**src/rtl/mont_pkg.sv**
```systemverilog
// Shared constants and FSM state type for the Kyber-field Montgomery blocks.
//   N          prime modulus
//   R_LOG2     log2 of the Montgomery radix
//   N_PRIME    -N^-1 mod 2^R_LOG2
//   R_SQ_MODN  R^2 mod N, multiplies an operand into the Montgomery domain
//   R_MODN     R mod N, Montgomery form of 1
//   EXP        Fermat exponent N-2
package mont_pkg;

   localparam int unsigned N         = 3329;
   localparam int unsigned R_LOG2    = 12;
   localparam int unsigned N_PRIME   = 3327;
   localparam int unsigned R_SQ_MODN = 2385;
   localparam int unsigned R_MODN    = 767;
   localparam logic [11:0] EXP       = 12'(N - 2);

   typedef enum logic [2:0] {
      ST_IDLE,
      ST_TO_MONT,
      ST_SQR,
      ST_MUL,
      ST_FROM_MONT,
      ST_DONE
   } mont_state_e;

endpackage

```
**src/rtl/montgomery_reduce.sv**
```systemverilog
// Montgomery reduction y = x * 2^-12 mod N, result in [0, 2N).
// Valid for x < N * 2^12. One-cycle latency: valid_o follows en_i by one clock.
// Ports:
//   clk      clock, rising edge
//   rst_n    asynchronous active-low reset
//   en_i     start a reduction of x_i
//   x_i      26-bit input (callers supply zero-extended 24-bit products)
//   valid_o  y_o holds the reduction of the x_i sampled with en_i
//   y_o      13-bit result, < 2N
module montgomery_reduce
   import mont_pkg::*;
(
   input  logic        clk,
   input  logic        rst_n,
   input  logic        en_i,
   input  logic [25:0] x_i,
   output logic        valid_o,
   output logic [12:0] y_o
);

   logic [23:0] m_full;
   logic [11:0] m;
   logic [23:0] m_n;
   logic [25:0] sum;
   logic        unused_bits;
   logic        valid_q;
   logic [12:0] y_q;

   // The low 12 bits of x + m*N are zero by construction of m.
   assign m_full      = 24'(x_i[11:0]) * 24'(N_PRIME);
   assign m           = m_full[11:0];
   assign m_n         = 24'(m) * 24'(N);
   assign sum         = x_i + {2'b00, m_n};
   assign unused_bits = ^{sum[25], sum[11:0], m_full[23:12]};

   always_ff @(posedge clk or negedge rst_n) begin
      if (!rst_n) begin
         valid_q <= 1'b0;
         y_q     <= '0;
      end else begin
         valid_q <= en_i;
         if (en_i) y_q <= sum[24:12];
      end
   end

   assign valid_o = valid_q;
   assign y_o     = y_q;

endmodule

```
**src/rtl/montgomery_inverse.sv**
```systemverilog
// Modular inverse in the Kyber field: result = a^(N-2) mod N, computed by
// left-to-right square-and-multiply in the Montgomery domain on one shared
// montgomery_reduce instance.
// Optional feature macro: MONT_INV_ZERO_ERR_EN adds the err output, flagging a
// captured operand that is 0 mod N.
// Ports:
//   clk     clock, rising edge
//   rst_n   asynchronous active-low reset
//   start   one-cycle request, accepted only in IDLE
//   a       12-bit operand, captured with an accepted start
//   busy    high from the cycle after acceptance until done
//   result  canonical inverse 0..N-1, held until overwritten
//   done    one-cycle completion pulse
//   err     (MONT_INV_ZERO_ERR_EN only) operand was 0 mod N, valid with done
//
// state        | meaning
// ST_IDLE      | waiting for start
// ST_TO_MONT   | aM = reduce(a * R^2 mod N); acc = aM
// ST_SQR       | acc = reduce(acc * acc)
// ST_MUL       | acc = reduce(acc * aM), only for exponent bits that are 1
// ST_FROM_MONT | result = reduce(acc), leaves the Montgomery domain
// ST_DONE      | raise done next cycle, drop busy
module montgomery_inverse
   import mont_pkg::*;
(
   input  logic        clk,
   input  logic        rst_n,
   input  logic        start,
   input  logic [11:0] a,
   output logic        busy,
   output logic [11:0] result,
`ifdef MONT_INV_ZERO_ERR_EN
   output logic        err,
`endif
   output logic        done
);

   mont_state_e state_q, state_d;
   logic [11:0] a_q, a_d;
   logic [11:0] am_q, am_d;
   logic [11:0] acc_q, acc_d;
   logic [3:0]  idx_q, idx_d;
   logic        wait_q, wait_d;
   logic        busy_q, busy_d;
   logic        done_q, done_d;
   logic [11:0] result_q, result_d;
   logic        zero_q, zero_d;
   logic        err_q, err_d;

   logic [11:0] op_a, op_b;
   logic [23:0] prod;
   logic        reduce_en;
   logic        red_valid;
   logic [12:0] red_y;
   logic [11:0] red_canon;
   logic        op_done;

   assign prod = {12'b0, op_a} * {12'b0, op_b};

   montgomery_reduce u_reduce (
      .clk     (clk),
      .rst_n   (rst_n),
      .en_i    (reduce_en),
      .x_i     ({2'b00, prod}),
      .valid_o (red_valid),
      .y_o     (red_y)
   );

   // Reduce output is < 2N, one subtract makes it canonical.
   assign red_canon = (red_y >= 13'(N)) ? 12'(red_y - 13'(N)) : red_y[11:0];

   // A valid seen before this op issued its en (e.g. left over after reset) is ignored.
   assign op_done = wait_q & red_valid;

   always_comb begin
      state_d   = state_q;
      a_d       = a_q;
      am_d      = am_q;
      acc_d     = acc_q;
      idx_d     = idx_q;
      wait_d    = wait_q;
      busy_d    = busy_q;
      done_d    = 1'b0;
      result_d  = result_q;
      zero_d    = zero_q;
      err_d     = err_q;
      op_a      = acc_q;
      op_b      = acc_q;
      reduce_en = 1'b0;

      if (state_q inside {ST_TO_MONT, ST_SQR, ST_MUL, ST_FROM_MONT}) begin
         if (!wait_q) begin
            reduce_en = 1'b1;
            wait_d    = 1'b1;
         end else if (red_valid) begin
            wait_d = 1'b0;
         end
      end

      case (state_q)
         ST_IDLE: begin
            if (start) begin
               a_d     = a;
               zero_d  = (a == 12'd0) || (a == 12'(N));
               err_d   = 1'b0;
               wait_d  = 1'b0;
               busy_d  = 1'b1;
               state_d = ST_TO_MONT;
            end
         end
         ST_TO_MONT: begin
            op_a = a_q;
            op_b = 12'(R_SQ_MODN);
            if (op_done) begin
               am_d    = red_canon;
               acc_d   = red_canon;
               idx_d   = 4'd10;
               state_d = ST_SQR;
            end
         end
         ST_SQR: begin
            if (op_done) begin
               acc_d = red_canon;
               if (EXP[idx_q])         state_d = ST_MUL;
               else if (idx_q == 4'd0) state_d = ST_FROM_MONT;
               else begin
                  idx_d   = idx_q - 4'd1;
                  state_d = ST_SQR;
               end
            end
         end
         ST_MUL: begin
            op_b = am_q;
            if (op_done) begin
               acc_d = red_canon;
               if (idx_q == 4'd0) state_d = ST_FROM_MONT;
               else begin
                  idx_d   = idx_q - 4'd1;
                  state_d = ST_SQR;
               end
            end
         end
         ST_FROM_MONT: begin
            op_b = 12'd1;
            if (op_done) begin
`ifdef MONT_INV_ZERO_ERR_EN
               result_d = zero_q ? 12'd0 : red_canon;
`else
               result_d = red_canon;
`endif
               state_d  = ST_DONE;
            end
         end
         ST_DONE: begin
            done_d  = 1'b1;
            busy_d  = 1'b0;
            err_d   = zero_q;
            state_d = ST_IDLE;
         end
         default: state_d = ST_IDLE;
      endcase
   end

   always_ff @(posedge clk or negedge rst_n) begin
      if (!rst_n) begin
         state_q  <= ST_IDLE;
         a_q      <= '0;
         am_q     <= '0;
         acc_q    <= '0;
         idx_q    <= '0;
         wait_q   <= 1'b0;
         busy_q   <= 1'b0;
         done_q   <= 1'b0;
         result_q <= '0;
         zero_q   <= 1'b0;
         err_q    <= 1'b0;
      end else begin
         state_q  <= state_d;
         a_q      <= a_d;
         am_q     <= am_d;
         acc_q    <= acc_d;
         idx_q    <= idx_d;
         wait_q   <= wait_d;
         busy_q   <= busy_d;
         done_q   <= done_d;
         result_q <= result_d;
         zero_q   <= zero_d;
         err_q    <= err_d;
      end
   end

   assign busy   = busy_q;
   assign done   = done_q;
   assign result = result_q;
`ifdef MONT_INV_ZERO_ERR_EN
   assign err    = err_q;
`else
   logic unused_err;
   assign unused_err = err_q ^ err_d;
`endif

endmodule

```
**config.mk**
```make
export PLATFORM = sky130hd
export DESIGN_NAME = montgomery_inverse
export DESIGN_NICKNAME = d
export VERILOG_FILES = /design/src/rtl/mont_pkg.sv /design/src/rtl/montgomery_reduce.sv /design/src/rtl/montgomery_inverse.sv
export SDC_FILE = /design/constraint.sdc
export NUM_CORES = 1
export LEC_CHECK = 0
export CAP_MARGIN = 0
export CORE_ASPECT_RATIO = 0.5
export CORE_MARGIN = 2
export CORE_UTILIZATION = 45
export CTS_CLUSTER_SIZE = 16
export DETAILED_ROUTE_END_ITERATION = 8
export MAX_ROUTING_LAYER = met4
export PLACE_DENSITY = 0.62
export SLEW_MARGIN = 5
export SYNTH_ARGS = -nofsm -noshare
export SYNTH_HDL_FRONTEND = slang
export SYNTH_SLANG_ARGS = --single-unit
```
**constraint.sdc**
```tcl
create_clock -name clk -period 16.3 [get_ports clk]
set_clock_uncertainty 0.1 [all_clocks]
set_input_delay 3.26 -clock clk [delete_from_list [all_inputs] [get_ports clk]]
set_output_delay 3.26 -clock clk [all_outputs]
set_load 0.01 [all_outputs]
```
==> impl_metrics.py, run 1 <==
metrics = {
    "clock_network": {
        "ctsResizeCount": 0,
        "clkSlewWorstSetupHoldPaths_ns": 0.07,
        "clock_sinks": 72,
        "cts_buffer_depth": 2,
        "cts-root-buf": "clkbuf_16",
        "cts_tree": "done",
        "cts_hold_buf": 0,
        "cts.htree.levels": 3,
        "post_cts_buffers": 0,
        "cts_buffers": 9,
        "clk_latency_ns": 0.34,
    },
    "critical_path": {
        "cpMaxStageDelayCell": "nor3_1",
        "worstPathMaxFanout": 15,
        "worst-r2r-cell-count": 42,
        "timing.rr.end": "u_reduce.y_o[11]",
        "path_buf_inv": 7,
        "critPathRequiredTime_ns": 16.41,
        "critPathMostFrequentCell": "fa_1",
        "crit_arrival_ns": 13.56,
        "r2r_slack_ns": 2.85,
        "start_kind": "flip-flop",
        "critPathMaxStageDelay_ns": 0.70,
        "crit_type": "reg2reg",
        "crit_path_end_kind": "flip-flop",
        "critPathTopFamily": "adder cells",
        "rr_startpoint": "state_q[0]",
    },
    "synth": {
        "syn-num-nets": 1674,
        "synthArstFlopShare_pct": 100.0,
        "synth_top_area_cell": "fa_1",
        "synth_ff_type": "dfrtp_1",
        "netlist_area_sq_um": 11890,
        "synth.distinct_cells": 64,
        "ys_seq_elements": 72,
        "synth.most_common_cell": "inv_1",
        "synth_warnings": 0,
        "avgSynthCellArea_sq_um": 8.999,
        "synth_top_cells_by_area": "fa_1, ha_1, dfrtp_1",
        "ys_top_cells_by_count": "inv_1, ha_1, nand2_1",
        "synth_top_area_share_pct": 25.93,
        "ys_seq_area_share_pct": 15.16,
        "synth_edf_count": 0,
        "synthesis.instances": 1321,
    },
    "drt": {
        "route.detailed.drc": 0,
        "vias": 8996,
        "ant_nets": 0,
        "firstDrtPassIters": 5,
        "wl_mm": 29.90,
        "vias_per_cell": 5.329,
        "initialDrtViolationCount": 639,
        "wire_per_inst_um": 17.71,
    },
    "sta": {
        "setup_viol": 0,
        "slew_viol_final": 0,
        "fin_setup_tns_ns": 0,
        "finalHoldViolCount": 0,
        "fmax_ghz": 0.07436,
        "min_period_over_period_pct": 82.50,
        "rsz0062_at_grt": "no",
        "max-slew-margin-rel_pct": 27.51,
        "worst_slew_pin_slew_ns": 1.087,
        "period_needed_ns": 13.45,
    },
    "grt": {
        "track_usage_pct": 23.41,
        "overflow": 0,
        "grt_pass1_wl_mm": 49.35,
        "antenna_found_initial": 1,
        "grt_pass1_vias": 9065,
        "grt_max_degree": 73,
    },
    "flow_run": {
        "cap_violations": 0,
    },
    "finish": {
        "final_net_count": 1690,
        "layout-drive-gt1-share_pct": 4.694,
        "synthToLayoutAreaGrowth_pct": 8.115,
        "stdcell_area_sq_um": 12850,
        "fill_cells": 2373,
    },
    "floorplanning": {
        "core_area_sq_um": 25600,
        "start_util_pct": 46.44,
        "die-area_sq_um": 27810,
        "die_h_um": 118.9,
        "die_w_um": 233.9,
        "io-pin-count": 29,
        "num_rows": 41,
    },
    "worst_hold_path": {
        "hp-start": "result[1]",
        "whs_path_depth": 2,
        "hold_class": "reg2reg",
        "whs_endpoint": "result[1]",
    },
    "place": {
        "portBuffers": 28,
        "placed_area_sq_um": 12540,
        "place.gp.congestion": 0.9848,
        "hpwl_mm": 25.48,
    },
    "run_status": {
        "outcome": "completed",
    },
}
registers in the layout, indices dropped and copies added, names as in the netlist, 3 cells and up:
signal and cells:
u_reduce.y_o 13, a_q 12, acc_q 12, am_q 12
result 12, idx_q 4, state_q 3
cell families after synthesis:
| logic type | synth area share, % |
|---|---|
| AOI/OAI and AO/OA | 10.61 |
| xor gates and xnor gates | 4.736 |
| and+or+nand+nor | 11.95 |
| DFF | 15.16 |
| muxes | 3.284 |
| buffers and inverters | 8.967 |
| adders and majority gates | 45.30 |
cells in the final DEF (no fill, tap or decap), types with 4 or more instances in the layout:
cell             count
inv_1              254
ha_1               184
nand2_1            166
fa_1               154
nor2_1              97
dfrtp_1             72
o21ai_0             71
xnor2_1             43
a21oi_1             38
clkdlybuf4s50_1     27
mux2_2              24
a21o_1              15
xor2_1              15
nand3_1             14
nor3_1              13
mux2i_1             12
clkbuf_16            9
nand2b_1             8
a22oi_1              7
a22o_1               7
o221ai_1             6
o21a_1               6
a31oi_1              6
and3_1               6
buf_4                6
nor4_1               5
nor2b_1              4
and2_1               4
o211ai_1             4
a211oi_1             4
how the worst max path moves through the flow:
stage / end / start / slack (ns) / depth (start not counted)
after floorplan: u_reduce.y_o[11] / state_q[0] / 4.03 / 46
after global placement: u_reduce.y_o[11] / state_q[0] / 3.09 / 42
after detailed placement: u_reduce.y_o[11] / state_q[0] / 2.89 / 42
after CTS: u_reduce.y_o[11] / state_q[0] / 2.83 / 42
after global routing: u_reduce.y_o[11] / state_q[0] / 1.98 / 43
final: u_reduce.y_o[11] / state_q[0] / 2.85 / 42
final cells by class:
cell class	count	area, sq um	share of cell area, %
Clock buffer	9	225.2	1.752
Multi-Input combinational cell	965	9029	70.25
Antenna cell	2	5.005	0.03894
Timing Repair Buffer	34	320.3	2.492
Sequential cell	72	1802	14.02
Inverter	255	957.2	7.447
Tap cell	344	430.4	3.349
Clock inverter	7	83.83	0.6523
through the flow:
stage | util [%] | std cells | worst slack (ns) | hold slack [ns]
2_1_floorplan | - | 1321 | 4.032 | 0.3505
3_3_place_gp | 48.98 | 1670 | 3.092 | 0.3618
3_5_place_dp | 48.98 | 1670 | 2.891 | 0.3728
4_1_cts | 50.19 | 1686 | 2.831 | 0.3881
5_1_grt | 50.21 | 1688 | 1.978 | 0.4236
6_report | 50.21 | 1688 | 2.853 | 0.3810
layer usage:
metal	global-route usage [%]	share of wire [%]	wire length, um	vias to the layer above
met5	-	0	0	-
met4	3.877	1.2	355	0
met3	4.382	5.9	1772	18
met2	33.80	43	12740	220
met1	34.52	50	15030	4450
li1	-	-	-	4308
tightest hold or removal path, delay by kind of cell, from the launching register on:
family / cells / cell delay [ns]
flip-flops: 1 / 0.34
AO/OA/AOI/OAI: 1 / 0.06
AND/OR/NAND/NOR: 1 / 0.04
Power of run 1 is not shown: default switching activity piles up to over one toggle a cycle in this logic, so the estimate is an artifact.
==> run 2, diff against run 1 <==
==> constraint.sdc (replaced) <==
create_clock -name clk -period 13.32 [get_ports clk]
set_clock_uncertainty 0.1 [all_clocks]
set_input_delay 2.664 -clock clk [delete_from_list [all_inputs] [get_ports clk]]
set_output_delay 2.664 -clock clk [all_outputs]
set_load 0.01 [all_outputs]
==> run 2 against run 1 <==
  * Die area stayed put
  * Core utilization rose by 0.47 points
  * Critical endpoint unchanged
  * Non-clock buffer count up 12
  * Flip-flop and latch count unchanged
==> impl_metrics.py, run 2 (synthesis results as in run 1) <==
metrics = {
    "run_status": {
        "outcome": "completed",
    },
    "critical_path": {
        "start_kind": "flip-flop",
        "critPathTopFamily": "adder cells",
        "crit_arrival_ns": 12.75,
        "critPathRequiredTime_ns": 13.43,
        "worstPathMaxFanout": 15,
        "crit_path_end_kind": "flip-flop",
        "rr_startpoint": "state_q[2]",
        "path_buf_inv": 11,
        "crit_type": "reg2reg",
        "r2r_slack_ns": 0.68,
        "cpMaxStageDelayCell": "fa_1",
        "worstSetupStartpoint": "state_q[2]",
        "timing.rr.end": "u_reduce.y_o[11]",
        "critPathMaxStageDelay_ns": 0.59,
        "critPathMostFrequentCell": "fa_1",
        "worst-r2r-cell-count": 47,
    },
    "place": {
        "portBuffers": 28,
        "place.gp.congestion": 1.004,
        "hpwl_mm": 25.87,
    },
    "floorplanning": {
        "die_h_um": 118.9,
        "io-pin-count": 29,
        "die_w_um": 233.9,
        "core_area_sq_um": 25600,
        "num_rows": 41,
        "die-area_sq_um": 27810,
        "start_util_pct": 46.44,
    },
    "worst_hold_path": {
        "hp-start": "result[8]",
        "whs_path_depth": 2,
        "hold_class": "reg2reg",
        "whs_endpoint": "result[8]",
    },
    "sta": {
        "slew_viol_final": 0,
        "setup_viol": 0,
        "max-slew-margin-rel_pct": 29.00,
        "rsz0062_at_grt": "no",
        "min_period_over_period_pct": 94.89,
        "finalHoldViolCount": 0,
        "fin_setup_tns_ns": 0,
        "worst_slew_pin_slew_ns": 1.064,
        "fmax_ghz": 0.07912,
        "period_needed_ns": 12.64,
    },
    "clock_network": {
        "clkSlewWorstSetupHoldPaths_ns": 0.07,
        "cts_buffer_depth": 2,
        "cts_buffers": 9,
        "ctsResizeCount": 0,
        "cts.htree.levels": 3,
        "clock_sinks": 72,
        "cts-root-buf": "clkbuf_16",
        "cts_hold_buf": 0,
        "post_cts_buffers": 0,
        "clk_latency_ns": 0.33,
        "cts_tree": "done",
    },
    "drt": {
        "vias": 9118,
        "initialDrtViolationCount": 522,
        "wl_mm": 29.92,
        "vias_per_cell": 5.370,
        "ant_nets": 0,
        "wire_per_inst_um": 17.62,
        "firstDrtPassIters": 7,
        "route.detailed.drc": 0,
    },
    "finish": {
        "layout-drive-gt1-share_pct": 6.130,
        "final_net_count": 1702,
        "mostFrequentLayoutCells": "inv_1, ha_1, nand2_1",
        "largest_reg_flops": 13,
        "final_common_cell": "inv_1",
        "synthToLayoutAreaGrowth_pct": 9.136,
        "diodes": 0,
        "fill_cells": 2415,
    },
    "grt": {
        "antenna_found_initial": 0,
        "overflow": 0,
        "busiest_layer": "met2",
        "track_usage_pct": 23.23,
        "grt_max_degree": 73,
        "met1_usage_pct": 33.53,
        "grt_pass1_vias": 9195,
        "grt_pass1_wl_mm": 48.82,
        "met3_usage_pct": 5.364,
        "use_met2_pct": 34.13,
    },
    "flow_run": {
        "cap_violations": 0,
    },
}
## run 2: tightest hold or removal path, delay by kind of cell (launching register included)
kind | cells | cell delay, ns
DFF | 1 | 0.34
AOI/OAI and AO/OA | 1 | 0.06
and+or+nand+nor | 1 | 0.05
## run 2: area by class of cell
type	count	area [sq um]	area share, %
Clock buffer	9	225.2	1.736
Clock inverter	7	86.33	0.6654
Inverter	255	957.2	7.378
Multi-Input combinational cell	965	9055	69.79
Sequential cell	72	1805	13.92
Tap cell	344	430.4	3.318
Timing Repair Buffer	46	414.1	3.192
## run 2: metrics by stage
step	area [sq um]	cells	hold slack (ns)	util (%)	setup WS, ns
detailed placement	12630	1682	0.3699	49.33	0.4854
floorplan	11890	1321	0.3505	-	1.052
global route	12970	1698	0.4235	50.68	0.001570
global placement	12630	1682	0.3623	49.33	0.7252
finish	12970	1698	0.3791	50.68	0.6808
CTS	12940	1698	0.3839	50.55	0.4083
## run 2: how the worst max path moves through the flow
stage                             to  slack [ns]  depth (start not counted)
detailed placement  u_reduce.y_o[11]        0.49                         45
CTS                 u_reduce.y_o[11]        0.41                         45
floorplan           u_reduce.y_o[11]        1.05                         46
global placement    u_reduce.y_o[11]        0.73                         44
global route        u_reduce.y_o[11]       0.002                         47
finish              u_reduce.y_o[11]        0.68                         47
## run 2: layer usage
layer,routed length [um],up-vias
met1,14720,4526
met5,0,-
met3,2233,21
li1,-,4321
met2,12730,250
met4,240,0
Power of run 2 is left out for the same reason.
==> run 3, diff against run 2 <==
--- a/config.mk
+++ b/config.mk
@@ -5,6 +5,7 @@
 export SDC_FILE = /design/constraint.sdc
 export NUM_CORES = 1
 export LEC_CHECK = 0
+export ABC_AREA = 1
 export CAP_MARGIN = 0
 export CORE_ASPECT_RATIO = 0.5
 export CORE_MARGIN = 2
==> run 3 against run 2 <==
  * Highest routed layer unchanged
  * Cell area is 3.9% higher
  * Area after synthesis rose by 4.8%
  * Die area rose by 4.7%
  * Clock-buffer cell count is 2 higher
==> impl_metrics.py, run 3 <==
metrics = {
    "run_status": {
        "outcome": "completed",
    },
    "critical_path": {
        "critPathMostFrequentCell": "inv_1",
        "crit_arrival_ns": 12.38,
        "cpMaxStageDelayCell": "fa_1",
        "r2r_slack_ns": 1.03,
        "critPathRequiredTime_ns": 13.41,
        "rr_startpoint": "state_q[1]",
        "crit_type": "reg2reg",
        "worst-r2r-cell-count": 57,
        "critPathMaxStageDelay_ns": 0.55,
        "path_buf_inv": 14,
        "timing.rr.end": "u_reduce.y_o[9]",
        "start_kind": "flip-flop",
        "worstPathMaxFanout": 11,
        "critPathTopFamily": "adder cells",
        "crit_path_end_kind": "flip-flop",
    },
    "clock_network": {
        "cts_tree": "done",
        "cts_hold_buf": 0,
        "cts_buffer_depth": 2,
        "clkSlewWorstSetupHoldPaths_ns": 0.06,
        "clk_latency_ns": 0.34,
        "clock_sinks": 72,
        "cts.htree.levels": 3,
        "cts_buffers": 9,
        "cts-root-buf": "clkbuf_16",
    },
    "synth": {
        "synth_edf_count": 0,
        "synth_top_area_share_pct": 24.75,
        "ys_top_cells_by_count": "inv_1, nand2_1, ha_1",
        "netlist_area_sq_um": 12460,
        "avgSynthCellArea_sq_um": 7.777,
        "ys_seq_area_share_pct": 14.46,
        "syn-num-nets": 1955,
        "synthArstFlopShare_pct": 100.0,
        "synth_ff_type": "dfrtp_1",
        "ys_seq_elements": 72,
        "synth_top_area_cell": "fa_1",
        "synthesis.instances": 1602,
        "synth.distinct_cells": 45,
        "synth_warnings": 0,
        "synth_top_cells_by_area": "fa_1, ha_1, dfrtp_1",
        "synth.most_common_cell": "inv_1",
    },
    "worst_hold_path": {
        "hold_class": "reg2reg",
        "hp-start": "result[6]",
        "whs_path_depth": 2,
        "whs_endpoint": "result[6]",
    },
    "grt": {
        "grt_max_degree": 73,
        "track_usage_pct": 24.54,
        "overflow": 0,
        "antenna_found_initial": 0,
        "met3_usage_pct": 4.124,
        "grt_pass1_vias": 10360,
        "grt_pass1_wl_mm": 54.14,
        "busiest_layer": "met1",
        "use_met2_pct": 35.96,
        "met1_usage_pct": 36.16,
    },
    "place": {
        "place.gp.congestion": 0.9882,
        "hpwl_mm": 28.25,
        "portBuffers": 28,
    },
    "drt": {
        "initialDrtViolationCount": 676,
        "wl_mm": 32.89,
        "route.detailed.drc": 0,
        "wire_per_inst_um": 16.48,
        "vias": 10380,
        "ant_nets": 0,
        "vias_per_cell": 5.202,
        "firstDrtPassIters": 5,
    },
    "finish": {
        "diodes": 0,
        "final_common_cell": "inv_1",
        "mostFrequentLayoutCells": "inv_1, nand2_1, ha_1",
        "final_net_count": 1992,
        "largest_reg_flops": 13,
        "synthToLayoutAreaGrowth_pct": 8.155,
        "seq_area_sq_um": 1802,
        "multiInputGateArea_sq_um": 9154,
        "fill_cells": 2639,
        "layout-drive-gt1-share_pct": 3.650,
    },
    "floorplanning": {
        "die_w_um": 239.3,
        "die_h_um": 121.7,
        "core_area_sq_um": 26800,
        "num_rows": 42,
        "die-area_sq_um": 29110,
        "io-pin-count": 29,
        "start_util_pct": 46.48,
    },
    "sta": {
        "max-slew-margin-rel_pct": 31.88,
        "fmax_ghz": 0.08140,
        "setup_viol": 0,
        "period_needed_ns": 12.29,
        "finalHoldViolCount": 0,
        "fin_setup_tns_ns": 0,
        "min_period_over_period_pct": 92.23,
        "slew_viol_final": 0,
        "worst_slew_pin_slew_ns": 1.018,
        "rsz0062_at_grt": "no",
    },
    "flow_run": {
        "cap_violations": 0,
    },
}
==> run 3: changes by cell type in the layout (fill, tap and decap cells not counted), sizes merged, moves of 12 or more <==
| cell | previous run | this run |
|---|---|---|
| inv | 259 | 380 |
| mux2 | 24 | 0 |
| mux2i | 12 | 0 |
| nand2 | 166 | 370 |
| nand3 | 14 | 57 |
| o21ai | 71 | 100 |
| xnor2 | 44 | 17 |
==> run 3: kinds of logic after synthesis <==
group / synth area share, %
AOI/OAI and AO/OA: 8.557
xor gates and xnor gates: 2.882
adders and majority gates: 43.23
buffers and inverters: 12.19
DFF: 14.46
and+or+nand+nor: 18.68
==> run 3: worst max-delay path by stage <==
stage / slack (ns) / cells after the start / start / to
floorplan: 2.09 / 54 / state_q[2] / u_reduce.y_o[11]
global placement: 0.80 / 48 / state_q[2] / u_reduce.y_o[9]
detailed placement: 0.56 / 55 / state_q[2] / u_reduce.y_o[11]
CTS: 0.53 / 55 / state_q[2] / u_reduce.y_o[11]
global route: 0.05 / 55 / state_q[2] / u_reduce.y_o[11]
finish: 1.03 / 57 / state_q[1] / u_reduce.y_o[9]
==> run 3: stage by stage <==
step           cells  hold slack (ns)  setup slack [ns]  utilization (%)  instance area (sq um)
2_1_floorplan   1602           0.3367             2.089                -                  12460
3_3_place_gp    1980           0.3636            0.8007            49.19                  13180
3_5_place_dp    1980           0.3577            0.5645            49.19                  13180
4_1_cts         1996           0.3844            0.5297            50.21                  13460
5_1_grt         1996           0.4113           0.05419            50.28                  13470
6_report        1996           0.3789             1.034            50.28                  13470
==> run 3: routing by layer <==
metal / part of all wire (%) / routed length [um] / vias up
met5: 0 / 0 / -
li1: - / - / 5024
met2: 41 / 13530 / 297
met1: 51 / 16820 / 5032
met3: 6.5 / 2138 / 31
met4: 1.2 / 401 / 0
==> run 3: timing repair <==
item,in CTS,in global routing
gates resized for setup,0,3
setup endpoints to repair,0,13
setup buffers,0,0
==> run 3: final cells by class <==
| class | count | share of cell area (%) |
|---|---|---|
| sequential | 72 | 13.37 |
| clock inverter | 5 | 0.2414 |
| clock buffer | 11 | 1.801 |
| timing repair buffer | 39 | 2.656 |
| inverter | 385 | 10.73 |
| multi-input combinational | 1132 | 67.94 |
| tap | 352 | 3.269 |
==> run 3: worst min-delay path, cell delays in order (launching register included) <==
cell	delay, ns
dfrtp_1	0.34
nand2_1	0.05
nand2_1	0.06
Power of run 3 is left out for the same reason.
